[config.mk]
export PLATFORM = sky130hd
export DESIGN_NAME = image_loader
export DESIGN_NICKNAME = d
export VERILOG_FILES = /design/src/rtl/image_loader.sv
export SDC_FILE = /design/constraint.sdc
export NUM_CORES = 1
export LEC_CHECK = 0
export ABC_AREA = 0
export CAP_MARGIN = 20
export CORE_AREA = 2 2 113 115
export DETAILED_ROUTE_END_ITERATION = 16
export DIE_AREA = 0 0 115 117
export PLACE_DENSITY = 0.68
export REMOVE_ABC_BUFFERS = 1
export SYNTH_ARGS = -nofsm -noshare
export SYNTH_HDL_FRONTEND = slang
export SYNTH_SLANG_ARGS = --single-unit
[constraint.sdc]
create_clock -name clk_i -period 1.8 [get_ports clk_i]
set_clock_uncertainty 0.1 [all_clocks]
set_input_delay 0.36 -clock clk_i [delete_from_list [all_inputs] [get_ports clk_i]]
set_output_delay 0.36 -clock clk_i [all_outputs]
set_load 0.1 [all_outputs]
[src/rtl/image_loader.sv]
// Streams a boot image into memory: a header word (initial PC/SP), a payload
// word count N, then N payload words written as words or as four byte writes.
module image_loader #(
    parameter int DATA_W    = 32,
    parameter int DEPTH     = 1024,
    parameter int ADDR_W    = 12,
    parameter int BYTE_MODE = 0
) (
    input  logic              clk_i,
    input  logic              rst_i,
    input  logic              start_i,
    input  logic              in_valid_i,
    input  logic [DATA_W-1:0] in_data_i,
    output logic              in_ready_o,
    output logic [DATA_W-1:0] init_val_o,
    output logic              init_we_o,
    output logic              mem_we_o,
    output logic [ADDR_W-1:0] mem_addr_o,
    output logic [DATA_W-1:0] mem_data_o,
    output logic              busy_o,
    output logic              done_o,
    output logic              err_o
);
    localparam int CNT_W = $clog2(DEPTH + 1);

    typedef enum logic [2:0] {IDLE, HDR0, HDR1, WORD, SPLIT, DONE, ERR} state_e;

    state_e            state_q, state_d;
    logic [CNT_W-1:0]  idx_q, idx_d;
    logic [CNT_W-1:0]  cnt_q, cnt_d;
    logic [1:0]        k_q, k_d;
    logic [DATA_W-1:0] word_q, word_d;
    logic [DATA_W-1:0] init_val_q, init_val_d;
    logic              init_we_q, init_we_d;
    logic              mem_we_q, mem_we_d;
    logic [ADDR_W-1:0] mem_addr_q, mem_addr_d;
    logic [DATA_W-1:0] mem_data_q, mem_data_d;
    logic              xfer;
    logic              last;

    assign in_ready_o = state_q inside {HDR0, HDR1, WORD};
    assign xfer       = in_valid_i & in_ready_o;
    assign last       = (idx_q + CNT_W'(1)) == cnt_q;

    always_comb begin
        state_d    = state_q;
        idx_d      = idx_q;
        cnt_d      = cnt_q;
        k_d        = k_q;
        word_d     = word_q;
        init_val_d = init_val_q;
        init_we_d  = 1'b0;
        mem_we_d   = 1'b0;
        mem_addr_d = mem_addr_q;
        mem_data_d = mem_data_q;
        case (state_q)
            IDLE, DONE, ERR: begin
                if (start_i) begin
                    state_d = HDR0;
                    idx_d   = '0;
                    cnt_d   = '0;
                    k_d     = '0;
                end
            end
            HDR0: begin
                if (xfer) begin
                    init_val_d = in_data_i;
                    init_we_d  = 1'b1;
                    state_d    = HDR1;
                end
            end
            HDR1: begin
                if (xfer) begin
                    if (in_data_i == '0) begin
                        state_d = DONE;
                    end else if (in_data_i > DATA_W'(DEPTH)) begin
                        state_d = ERR;
                    end else begin
                        cnt_d   = CNT_W'(in_data_i);
                        state_d = WORD;
                    end
                end
            end
            WORD: begin
                if (xfer) begin
                    if (BYTE_MODE != 0) begin
                        word_d  = in_data_i;
                        k_d     = '0;
                        state_d = SPLIT;
                    end else begin
                        mem_we_d   = 1'b1;
                        mem_addr_d = ADDR_W'(idx_q);
                        mem_data_d = in_data_i;
                        idx_d      = idx_q + CNT_W'(1);
                        state_d    = last ? DONE : WORD;
                    end
                end
            end
            SPLIT: begin
                // Little-endian: byte k of the word lands at byte address 4*i+k.
                mem_we_d   = 1'b1;
                mem_addr_d = ADDR_W'({idx_q, k_q});
                mem_data_d = DATA_W'(word_q[{k_q, 3'b000} +: 8]);
                k_d        = k_q + 2'd1;
                if (k_q == 2'd3) begin
                    idx_d   = idx_q + CNT_W'(1);
                    state_d = last ? DONE : WORD;
                end
            end
            default: state_d = IDLE;
        endcase
    end

    always_ff @(posedge clk_i or negedge rst_i) begin
        if (!rst_i) begin
            state_q    <= IDLE;
            idx_q      <= '0;
            cnt_q      <= '0;
            k_q        <= '0;
            word_q     <= '0;
            init_val_q <= '0;
            init_we_q  <= 1'b0;
            mem_we_q   <= 1'b0;
            mem_addr_q <= '0;
            mem_data_q <= '0;
        end else begin
            state_q    <= state_d;
            idx_q      <= idx_d;
            cnt_q      <= cnt_d;
            k_q        <= k_d;
            word_q     <= word_d;
            init_val_q <= init_val_d;
            init_we_q  <= init_we_d;
            mem_we_q   <= mem_we_d;
            mem_addr_q <= mem_addr_d;
            mem_data_q <= mem_data_d;
        end
    end

    assign init_val_o = init_val_q;
    assign init_we_o  = init_we_q;
    assign mem_we_o   = mem_we_q;
    assign mem_addr_o = mem_addr_q;
    assign mem_data_o = mem_data_q;
    assign busy_o     = state_q inside {HDR0, HDR1, WORD, SPLIT};
    assign done_o     = state_q == DONE;
    assign err_o      = state_q == ERR;
endmodule

[After elaboration in Yosys (flattened, before gate mapping)]
Cells that the tools add are included.
Operators by class
  add/subtract/negate cells: 2
  order comparisons: 1
  equal/unequal tests: 15
  shifts and indexed selects: 1
  mux-type cells: 26
  bitwise operators: 1
  reductions and logical operators: 15
Operators with widths (count)
  $mux W11: 6
  $pmux W32 S2: 1
  $pmux W11 S3: 1
  $gt A32 B11 Y1 const B: 1
  $logic_not A32 Y1: 1
  $mux W32: 1
  $shiftx A32 B6 Y8 const A: 1
  $mux W3: 8
  $pmux W12 S2: 1
  $pmux W11 S2: 1
  $pmux W3 S5: 1
  $ne A2 B2 Y1 const B: 7
  $mux W12: 1
  $add A11 B1 Y11 const B: 1
  $eq A11 B11 Y1: 1
  $reduce_and A5 Y1: 2
  $eq A3 B3 Y1 const B: 3
  $eq A3 B2 Y1 const B: 2
  $reduce_and A2 Y1: 3
  $reduce_bool A2 Y1: 3
  $reduce_bool A3 Y1: 2
  $pmux W2 S2: 1
  $reduce_and A4 Y1: 1
  $reduce_bool A4 Y1: 1
  9 further kinds: 10
Storage, ports and cells
  bits in registers: 105
  bits of input ports: 36
  output and inout port bits: 82
  logic and storage cells: 70

[Logic depth before layout (Yosys ltp)]
Gate-level depths: netlist of run 1.
  depth in word-level cells: 5
  mapped depth: 8
  depth with buffers taken out: 7

[Worst setup path before layout of run 1]
No wires, ideal clock.
  path type: register to register
  from: register state_q[1]
  to: register cnt_q[10]
  library setup time: 0.124 ns
  arrival time: 2.681 ns
  data required time: 1.576 ns
  slack: -1.105 ns
  cell stages (with the launch flop): 8
  path buffers: 2
  clock period less this slack: 2.905 ns
  cell sequence: dfrtp_1 > clkbuf_1 > nand2b_1 > nor2_1 > o21a_1 > a31oi_1 > buf_6 > mux2i_1
On the way
  elaborated cells on any way between the ends: 16
  those cells by class: eq/ne (9); mux (1); bitwise (1); reduce/logical (5)
RTL lines
  start: declaration: RTL line 28  | state_e state_q, state_d;
  start signal: assignment: RTL line 127  | state_q <= state_d;
  $eq A3 B3 Y1 (*)
  named net done_o: RTL line 21  | output logic done_o,
  $reduce_or A3 Y1 (*): RTL line 56  | case (state_q)
  $ne A2 B2 Y1 (no line) or $reduce_bool A2 Y1 (tied branches)
  $reduce_and A5 Y1 (no line)
  end signal: assignment: RTL line 129  | cnt_q <= cnt_d;
  end: declaration: RTL line 30  | logic [CNT_W-1:0] cnt_q, cnt_d;
Mark *: on every way through the listed nets, which the timed path passes. The rest lies on a longest branch.
A chain may end at the register's enable or synchronous reset.

[Worst setup path in the final report of run 1]
  from: register idx_q[1]
  to: register state_q[1]
On the way
  word-level cells in the longest chain between the ends: 5
  elaborated cells on any way between the ends: 6
  those cells by class: add/sub (1); eq/ne (1); mux (4)
Ends and longest elaborated chain
  start: declaration: RTL line 29  | logic [CNT_W-1:0] idx_q, idx_d;
  start signal: assignment: RTL line 128  | idx_q <= idx_d;
  $add A11 B1 Y11 (*): RTL line 43  | assign last = (idx_q + CNT_W'(1)) == cnt_q;
  $eq A11 B11 Y1 (*): RTL line 43
  $mux W3 (*): RTL line 95, 107
  $mux W3 (on tied branches): RTL line 105, 85
  $pmux W3 S5 (*): RTL line 56
Mark *: on every way between the ends. The rest lies on a longest branch, timed or not. The select of a mux whose other input is x is not followed.

==> impl_metrics.env, run 1 <==
export IMPL_synth_top_area_share=0.545
export IMPL_yosysSeqAreaShare=0.545
export IMPL_multiInputGateArea_um2=2250
export IMPL_nets=738
export IMPL_row_count=41
export IMPL_timing_fmax_ghz=0.491
export IMPL_yosysWarnings=0
export IMPL_maxSlewHeadroom=0.747
export IMPL_fin_tns_setup_ns=-1.47
export IMPL_postSynthRegisterBits=105
export IMPL_drtAntennaViolNets=0
export IMPL_grt_pass1_vias=4591
export IMPL_hp_class="input pin to flip-flop"
export IMPL_dp_cells=817
export IMPL_num_fill_cells=865
export IMPL_drc_errors=0
export IMPL_crit_arrival_ns=2.17
export IMPL_yosys_top_cells_area="dfrtp_1 (55%), nand2_1 (7.7%), mux2_1 (6.8%), a21oi_1 (3.1%), nor2_1 (3.1%)"
export IMPL_root_buffer="clkbuf_16"
export IMPL_overflow=0
export IMPL_dpl_hpwl_um=10300
export IMPL_crit_type="flip-flop to flip-flop"
export IMPL_track_usage=0.219
export IMPL_setup_slack_ns=-0.238
export IMPL_finalCritPeriodShare=1.13
export IMPL_clk_latency_ns=0.35
export IMPL_drive_gt1_frac=0.379
export IMPL_start_util=0.391
export IMPL_synth_edf_count=0
export IMPL_worstSetupEndpointType="flip-flop"
export IMPL_via_per_inst=5.17
export IMPL_post_synth_top_area_cell="dfrtp_1"
export IMPL_antenna_found_initial=2
export IMPL_die_h_um=117
export IMPL_r2r_cells=9
export IMPL_avgSynthCellArea_um2=9.86
export IMPL_htree_levels=3
export IMPL_synth_area_um2=4820
export IMPL_slew_violations=0
export IMPL_design_area_um2=8450
export IMPL_core_um2=12300
export IMPL_crit_required_ns=1.93
export IMPL_async_flop_share=1.00
export IMPL_critPathLaunchType="flip-flop"
export IMPL_grt_pass1_wl_um=23000
export IMPL_pre_cts_slack_ns=-0.907
export IMPL_hold_violations=0
export IMPL_cts_buffers=9
export IMPL_cap_viol_max_count=0
export IMPL_finalWeightedCongestion=0.881
export IMPL_syn_inst=489
export IMPL_drtPass1Iterations=5
export IMPL_rsz0062_at_grt="true"
export IMPL_setup_viol=18
export IMPL_clock_sinks=105
export IMPL_vias=4435
export IMPL_wl_per_cell_um=17.4
export IMPL_dieArea_um2=13500
export IMPL_path_max_fanout=3
export IMPL_drt_total_wl_um=14900
export IMPL_yosys_most_used_dff="dfrtp_1"
export IMPL_violations="negative setup slack"
export IMPL_min_period_ns=2.04
export IMPL_grt_max_degree=35
export IMPL_area_growth_pct=75.4
export IMPL_die_w_um=115
export IMPL_port_buffers=117
export IMPL_synth_cell_types=46
export IMPL_seqCellArea_um2=2630
export IMPL_hold_depth=3
export IMPL_tritoncts="built"
export IMPL_worst_slew_pin_slew_ns=0.375
export IMPL_postPlaceCellArea_um2=7670
export IMPL_clk_pin_slew_ns=0.07
export IMPL_clockBufferDepth=2
export IMPL_status="finished, violations left"
export IMPL_stdcell_count=858
export IMPL_ioPinCount=118
export IMPL_drt_iter0_markers=179
path summary, 6_finish.rpt:
check	from	endpoint	slack [ns]
worst max-delay path	idx_q[1]	state_q[1]	-0.24
worst min-delay path	in_data_i[22]	mem_data_o[22]	0.16
worst max register to register	idx_q[1]	state_q[1]	-0.24
worst min register to register	k_q[0]	k_q[0]	0.44
max in group asynchronous	rst_i	mem_data_o[18]	0.66
min in group asynchronous	rst_i	init_val_o[1]	0.35
layer usage:
metal,routed length (um),up-vias,track usage
met4,158,0,0.0426
met1,6030,2198,0.263
li1,-,2093,-
met2,7430,132,0.372
met5,0,-,0
met3,1310,12,0.0953
Yosys cell counts (3+ instances only):
cell type	count
a31oi_1	3
and2_1	3
clkbuf_1	21
and3_1	4
a21oi_1	30
xor2_1	4
nand4_1	4
o31ai_1	4
mux2_2	5
a211oi_1	4
nor3_1	5
nor4_1	5
o21ai_1	12
o21ai_0	7
nand3_1	18
nand2_1	99
xnor2_1	10
nor2_1	40
inv_1	16
buf_1	3
or3_1	3
buf_2	7
o22ai_1	11
dfrtp_1	105
mux2i_1	13
mux2_1	29
critical path, cell delays in order (launching register included):
cell and delay [ns]:
dfrtp_1 0.41, buf_6 0.13, nand4_1 0.14, buf_4 0.18
xnor2_1 0.13, o32ai_1 0.27, nand3_1 0.13, a211oi_2 0.23
buf_4 0.15, o21ai_2 0.05
flip-flops by register name (all words and copies together) (netlist names):
name / cells
cnt_q: 11
init_we_o: 1
init_val_o: 32
idx_q: 11
k_q: 2
mem_data_o: 32
state_q: 3
mem_addr_o: 12
mem_we_o: 1
kinds of logic after synthesis:
kind of cell,after synthesis,share of synthesized area
xor gates and xnor gates,14,0.0254
and+or+nand+nor,191,0.176
muxes,47,0.106
AOI/OAI and AO/OA,82,0.101
buffers and inverters,48,0.0408
DFF,105,0.545
adders and majority gates,2,0.00519
area by class of cell:
cell class / count / share of cell area
Clock buffer: 12 / 0.0280
Sequential cell: 105 / 0.311
Clock inverter: 4 / 0.00607
Inverter: 16 / 0.00710
Antenna cell: 3 / 0.000888
Tap cell: 150 / 0.0222
Multi-Input combinational cell: 336 / 0.266
Timing Repair Buffer: 232 / 0.358
placed cells by master, fill, tap and decap left out, drive strengths merged, types with 4 or more instances in the layout:
| cell | synthesis | final |
|---|---|---|
| a211oi | 4 | 4 |
| a21oi | 30 | 30 |
| and3 | 4 | 4 |
| buf | 11 | 197 |
| clkbuf | 21 | 18 |
| clkdlybuf4s15 | 0 | 7 |
| clkdlybuf4s50 | 0 | 6 |
| dfrtp | 105 | 105 |
| dlygate4sd2 | 0 | 12 |
| inv | 16 | 17 |
| mux2 | 34 | 34 |
| mux2i | 13 | 13 |
| nand2 | 99 | 99 |
| nand3 | 18 | 18 |
| nand4 | 4 | 4 |
| nor2 | 40 | 40 |
| nor3 | 5 | 5 |
| nor4 | 6 | 6 |
| o21ai | 19 | 19 |
| o22ai | 11 | 11 |
| o31ai | 4 | 4 |
| xnor2 | 10 | 10 |
| xor2 | 4 | 4 |
repair_timing:
item | CTS | global route
setup buffers | 14 | 2
gates cloned | 1 | 4
pin swaps | 23 | 16
hold buffers | 1 | 0
resized for setup | 85 | 37
setup endpoints to repair | 52 | 94
endpoints found under the hold margin | 20 | 0
stage by stage:
| stage | hold slack, ns | util |
|---|---|---|
| floorplan | -0.0356 | - |
| global placement | 0.177 | 0.623 |
| detailed placement | 0.185 | 0.623 |
| CTS | 0.215 | 0.670 |
| global route | 0.153 | 0.686 |
| finish | 0.155 | 0.687 |
Power of run 1 is left out: the tool's default activity adds up to more than one toggle a clock period on the data nets, which glitch-free logic cannot reach.
==> inputs of run 2 (changes only) <==
==> constraint.sdc (replaced) <==
create_clock -name clk_i -period 1.75 [get_ports clk_i]
set_clock_uncertainty 0.1 [all_clocks]
set_input_delay 0.35 -clock clk_i [delete_from_list [all_inputs] [get_ports clk_i]]
set_output_delay 0.35 -clock clk_i [all_outputs]
set_load 0.1 [all_outputs]
==> run 2 against run 1 <==
The run still ends with negative setup slack left. Global-route usage rose by 0.65 points. Critical path depth stayed put. Maximum frequency rose by 2.5%. Count of clock-buffer cells in the layout unchanged. Die area did not move. Worst setup slack barely moved. Final area rose by 0.21%. Sequential share of layout area decreased by 0.079 points. Flip-flop and latch count unchanged. Non-clock buffer count decreased by 1.
==> impl_metrics.env, run 2 (synthesized netlist as in run 1, its figures left out) <==
export IMPL_start_util=0.391
export IMPL_grt_max_degree=35
export IMPL_cap_viol_max_count=0
export IMPL_die_w_um=115
export IMPL_area_growth_pct=75.8
export IMPL_hp_class="input pin to flip-flop"
export IMPL_most_common_layout_cells="dfrtp_1 (104), nand2_1 (96), buf_4 (93), buf_12 (89), nor2_1 (34)"
export IMPL_crit_required_ns=1.94
export IMPL_drt_total_wl_um=15100
export IMPL_clockBufferDepth=2
export IMPL_status="finished, violations left"
export IMPL_drtPass1Iterations=4
export IMPL_crit_type="flip-flop to flip-flop"
export IMPL_path_max_fanout=3
export IMPL_setup_slack_ns=-0.239
export IMPL_via_per_inst=5.24
export IMPL_r2r_end="state_q[2]"
export IMPL_crit_path_top_delay_cell="dfrtp_1"
export IMPL_clk_pin_slew_ns=0.07
export IMPL_tritoncts="built"
export IMPL_min_period_ns=1.99
export IMPL_dieArea_um2=13500
export IMPL_cpMostUsedCell="buf_4"
export IMPL_htree_levels=3
export IMPL_ioPinCount=118
export IMPL_dpl_hpwl_um=10400
export IMPL_r2r_start="idx_q[0]"
export IMPL_design_area_um2=8470
export IMPL_nets=737
export IMPL_cpPeakStageDelay_ns=0.41
export IMPL_dr_max_layer_used="met4"
export IMPL_crit_arrival_ns=2.17
export IMPL_die_h_um=117
export IMPL_track_usage=0.226
export IMPL_slew_violations=0
export IMPL_routedLengthMet1_um=5940
export IMPL_r2r_cells=9
export IMPL_startpoint="idx_q[0]"
export IMPL_root_buffer="clkbuf_16"
export IMPL_row_count=41
export IMPL_wl_met3_um=1340
export IMPL_worst_path_buf_inv=3
export IMPL_drt_iter0_markers=199
export IMPL_finalWeightedCongestion=0.889
export IMPL_finalCritPeriodShare=1.14
export IMPL_setup_viol=35
export IMPL_violations="negative setup slack"
export IMPL_worstSetupEndpointType="flip-flop"
export IMPL_antenna_found_initial=2
export IMPL_worstPathCellList="buf_6 > nand4_1 > buf_4 > xnor2_2 > o32ai_2 > nand3_1 > a211oi_2 > buf_4 > a21bo_1"
export IMPL_reg2reg_slack_ns=-0.24
export IMPL_hold_violations=0
export IMPL_overflow=0
export IMPL_timing_fmax_ghz=0.503
export IMPL_crit_family="compound AO/OA/AOI/OAI gates"
export IMPL_drtAntennaViolNets=0
export IMPL_final_common_cell="dfrtp_1"
export IMPL_postPlaceCellArea_um2=7670
export IMPL_cts_buffers=9
export IMPL_clk_latency_ns=0.35
export IMPL_port_buffers=117
export IMPL_worst_slew_pin_slew_ns=0.355
export IMPL_worst_path_stages=9
export IMPL_clock_sinks=105
export IMPL_met2_length_um=7550
export IMPL_grt_pass1_wl_um=23300
export IMPL_core_um2=12300
export IMPL_drc_errors=0
export IMPL_wl_per_cell_um=17.7
export IMPL_drive_gt1_frac=0.417
export IMPL_critPathLaunchType="flip-flop"
export IMPL_vias=4471
export IMPL_crit_path_end="state_q[2]"
export IMPL_grt_pass1_vias=4574
export IMPL_rsz0062_at_grt="true"
export IMPL_maxSlewHeadroom=0.763
export IMPL_num_fill_cells=846
-- run 2: layout make-up --
class / count / area, um2 / share of cell area
inverter: 16 / 60.1 / 0.00709
clock buffer: 12 / 256 / 0.0303
clock inverter: 2 / 15.0 / 0.00177
antenna: 2 / 5.00 / 0.000591
multi-input combinational: 336 / 2330 / 0.275
tap: 150 / 188 / 0.0222
timing repair buffer: 231 / 2990 / 0.353
sequential: 105 / 2630 / 0.310
-- run 2: worst register-to-register path, delay by kind of cell (launching register included) --
family | cells | cell delay (ns)
XOR/XNOR | 1 | 0.13
AO/OA/AOI/OAI | 3 | 0.55
flip-flops | 1 | 0.41
AND/OR/NAND/NOR | 2 | 0.27
buffers and inverters | 3 | 0.47
-- run 2: worst min-delay path by stage --
stage             startpoint  slack, ns  cells past startpoint        endpoint
5_1_grt        in_data_i[23]       0.13                      2  init_val_o[23]
3_3_place_gp           rst_i       0.18                      1   mem_data_o[2]
3_5_place_dp           rst_i       0.18                      1   init_val_o[1]
6_report       in_data_i[22]       0.13                      2  init_val_o[22]
2_1_floorplan          rst_i      -0.05                      0        cnt_q[0]
4_1_cts        in_data_i[20]       0.14                      3  mem_data_o[20]
-- run 2: metal layers --
| metal | global-route usage | vias to the layer above |
|---|---|---|
| li1 | - | 2098 |
| met1 | 0.267 | 2205 |
| met2 | 0.377 | 141 |
| met4 | 0.0699 | 0 |
| met5 | 0 | - |
| met3 | 0.0942 | 27 |
-- run 2: metrics by stage --
stage / setup WS, ns / utilization / hold slack (ns) / setup TNS (ns) / instances
2_1_floorplan: -1.19 / - / -0.0456 / -78.94 / 457
3_3_place_gp: -0.935 / 0.623 / 0.178 / -43.42 / 817
3_5_place_dp: -0.946 / 0.623 / 0.180 / -46.99 / 817
4_1_cts: -0.230 / 0.669 / 0.143 / -1.98 / 845
5_1_grt: -0.378 / 0.688 / 0.129 / -3.97 / 853
6_report: -0.239 / 0.688 / 0.128 / -1.66 / 854
-- run 2: repair_timing --
action / CTS / global route
endpoints found under the hold margin: 21 / 0
setup buffers: 11 / 5
setup endpoints to repair: 63 / 66
gates resized for setup: 120 / 63
cloned: 3 / 3
pin swaps: 20 / 20
hold buffers: 1 / 0
Power of run 2 is left out for the same reason.
==> inputs of run 3 (changes only) <==
--- a/config.mk
+++ b/config.mk
@@ -7,10 +7,12 @@
 export LEC_CHECK = 0
 export ABC_AREA = 0
 export CAP_MARGIN = 20
-export CORE_AREA = 2 2 113 115
+export CELL_PAD_IN_SITES_DETAIL_PLACEMENT = 0
+export CELL_PAD_IN_SITES_GLOBAL_PLACEMENT = 2
+export CORE_AREA = 2 2 130 132
 export DETAILED_ROUTE_END_ITERATION = 16
-export DIE_AREA = 0 0 115 117
-export PLACE_DENSITY = 0.68
+export DIE_AREA = 0 0 132 134
+export PLACE_DENSITY = 0.77
 export REMOVE_ABC_BUFFERS = 1
 export SYNTH_ARGS = -nofsm -noshare
 export SYNTH_HDL_FRONTEND = slang
==> constraint.sdc (replaced) <==
create_clock -name clk_i -period 2.2 [get_ports clk_i]
set_clock_uncertainty 0.1 [all_clocks]
set_input_delay 0.44 -clock clk_i [delete_from_list [all_inputs] [get_ports clk_i]]
set_output_delay 0.44 -clock clk_i [all_outputs]
set_load 0.1 [all_outputs]
==> run 3 against run 2 <==
The run now ends clean. Utilization is 25 points lower. Register-to-register slack better by 0.40 ns. Via count is 6.6% lower. Flip-flop and latch count stayed put. Cell count is 3.9% higher. Worst setup slack better by 0.30 ns. Non-clock buffer count is 37 lower. Hold slack better by 0.17 ns. Wire length is 6.9% lower. Final area is 17% lower. First-iteration DRC count is 7.0% lower. Critical endpoint is now cnt_q[2].
==> impl_metrics.env, run 3 (synthesized netlist as in run 1, its figures left out) <==
export IMPL_clock_sinks=105
export IMPL_track_usage=0.165
export IMPL_core_um2=16300
export IMPL_r2r_start="idx_q[0]"
export IMPL_hp_class="input pin to flip-flop"
export IMPL_dpl_hpwl_um=10400
export IMPL_worst_slew_pin_slew_ns=0.377
export IMPL_drt_total_wl_um=14100
export IMPL_die_w_um=132
export IMPL_antenna_cells=0
export IMPL_grt_pass1_vias=4339
export IMPL_r2r_end="state_q[1]"
export IMPL_antenna_found_initial=0
export IMPL_wl_per_cell_um=15.9
export IMPL_most_common_layout_cells="buf_4 (148), dfrtp_1 (103), nand2_1 (99), nor2_1 (37), a21oi_1 (30)"
export IMPL_cap_viol_max_count=0
export IMPL_overflow=0
export IMPL_drt_iter0_markers=185
export IMPL_tritoncts="built"
export IMPL_root_buffer="clkbuf_16"
export IMPL_die_h_um=134
export IMPL_stdcell_count=887
export IMPL_met2_length_um=6610
export IMPL_cpPeakStageDelay_ns=0.44
export IMPL_vias=4175
export IMPL_hold_start="in_data_i[17]"
export IMPL_drive_gt1_frac=0.304
export IMPL_grt_max_degree=54
export IMPL_fin_tns_setup_ns=0
export IMPL_port_buffers=117
export IMPL_critPathLaunchType="input pin"
export IMPL_clockBufferDepth=2
export IMPL_postPlaceCellArea_um2=6600
export IMPL_drtPass1Iterations=4
export IMPL_crit_arrival_ns=2.31
export IMPL_crit_path_top_delay_cell="clkdlybuf4s50_1"
export IMPL_drtAntennaViolNets=0
export IMPL_htree_levels=3
export IMPL_cts_buffers=9
export IMPL_min_period_ns=2.14
export IMPL_crit_type="input pin to flip-flop"
export IMPL_status="completed"
export IMPL_design_area_um2=7060
export IMPL_clk_pin_slew_ns=0.07
export IMPL_final_common_cell="buf_4"
export IMPL_whs_endpoint="mem_data_o[17]"
export IMPL_hold_violations=0
export IMPL_reg2reg_slack_ns=0.16
export IMPL_maxSlewHeadroom=0.747
export IMPL_multiInputGateArea_um2=2100
export IMPL_routedLengthMet1_um=6060
export IMPL_setup_viol=0
export IMPL_num_fill_cells=1603
export IMPL_start_util=0.296
export IMPL_slew_violations=0
export IMPL_grt_pass1_wl_um=23200
export IMPL_r2r_cells=8
export IMPL_crit_required_ns=2.37
export IMPL_worstPathCellList="clkdlybuf4s50_1 > nor4_2 > nand4_1 > nor4_4 > and3b_2 > a31oi_4 > buf_6 > mux2i_1"
export IMPL_row_count=47
export IMPL_finalWeightedCongestion=0.805
export IMPL_finalCritPeriodShare=0.972
export IMPL_seqCellArea_um2=2630
export IMPL_clk_latency_ns=0.35
export IMPL_drc_errors=0
export IMPL_ioPinCount=118
export IMPL_timing_fmax_ghz=0.468
export IMPL_via_per_inst=4.71
export IMPL_dieArea_um2=17700
export IMPL_wl_met3_um=1070
export IMPL_worstSetupEndpointType="flip-flop"
export IMPL_hold_depth=3
export IMPL_nets=700
export IMPL_dr_max_layer_used="met4"
export IMPL_dp_cells=867
export IMPL_area_growth_pct=46.4
export IMPL_path_max_fanout=6
[run 3: worst max-delay path: cells and delay by family]
family,cells,cell delay [ns]
muxes,1,0.16
buffers and inverters,2,0.61
AOI/OAI and AO/OA,1,0.11
and+or+nand+nor,4,0.99
[run 3: timing repair]
action	in CTS	in global routing
gates cloned	1	0
gates resized for setup	20	23
setup buffers	1	1
hold buffers	1	0
setup endpoints to repair	13	14
pin swaps	9	13
endpoints found under the hold margin	18	0
[run 3: how the worst max path moves through the flow]
stage,cells past startpoint,endpoint,slack [ns],from
2_1_floorplan,5,cnt_q[0],-0.74,state_q[1]
3_3_place_gp,7,cnt_q[3],-0.39,in_data_i[23]
3_5_place_dp,9,cnt_q[2],-0.44,in_data_i[4]
4_1_cts,8,cnt_q[3],0.0008,in_data_i[26]
5_1_grt,9,cnt_q[1],-0.01,in_data_i[2]
6_report,8,cnt_q[2],0.06,in_data_i[21]
[run 3: final cells by class]
type | count | area share
flip-flops and latches | 105 | 0.373
multi-input cells | 336 | 0.298
repair buffers | 194 | 0.238
well taps | 220 | 0.0390
clock buffers | 9 | 0.0319
clock inverters | 7 | 0.0126
inverters | 16 | 0.00851
[run 3: routing by layer]
layer	GRT usage	up-vias
li1	-	2019
met1	0.207	2021
met2	0.266	117
met3	0.0525	18
met4	0.0676	0
met5	0	-
[run 3: stage by stage]
stage	worst slack, ns	util	hold slack, ns
3_5_place_dp	-0.441	0.405	0.258
4_1_cts	0.000760	0.428	0.394
5_1_grt	-0.00976	0.433	0.306
3_3_place_gp	-0.392	0.405	0.252
6_report	0.0624	0.433	0.303
2_1_floorplan	-0.743	-	0.0444
Power of run 3 is left out for the same reason.
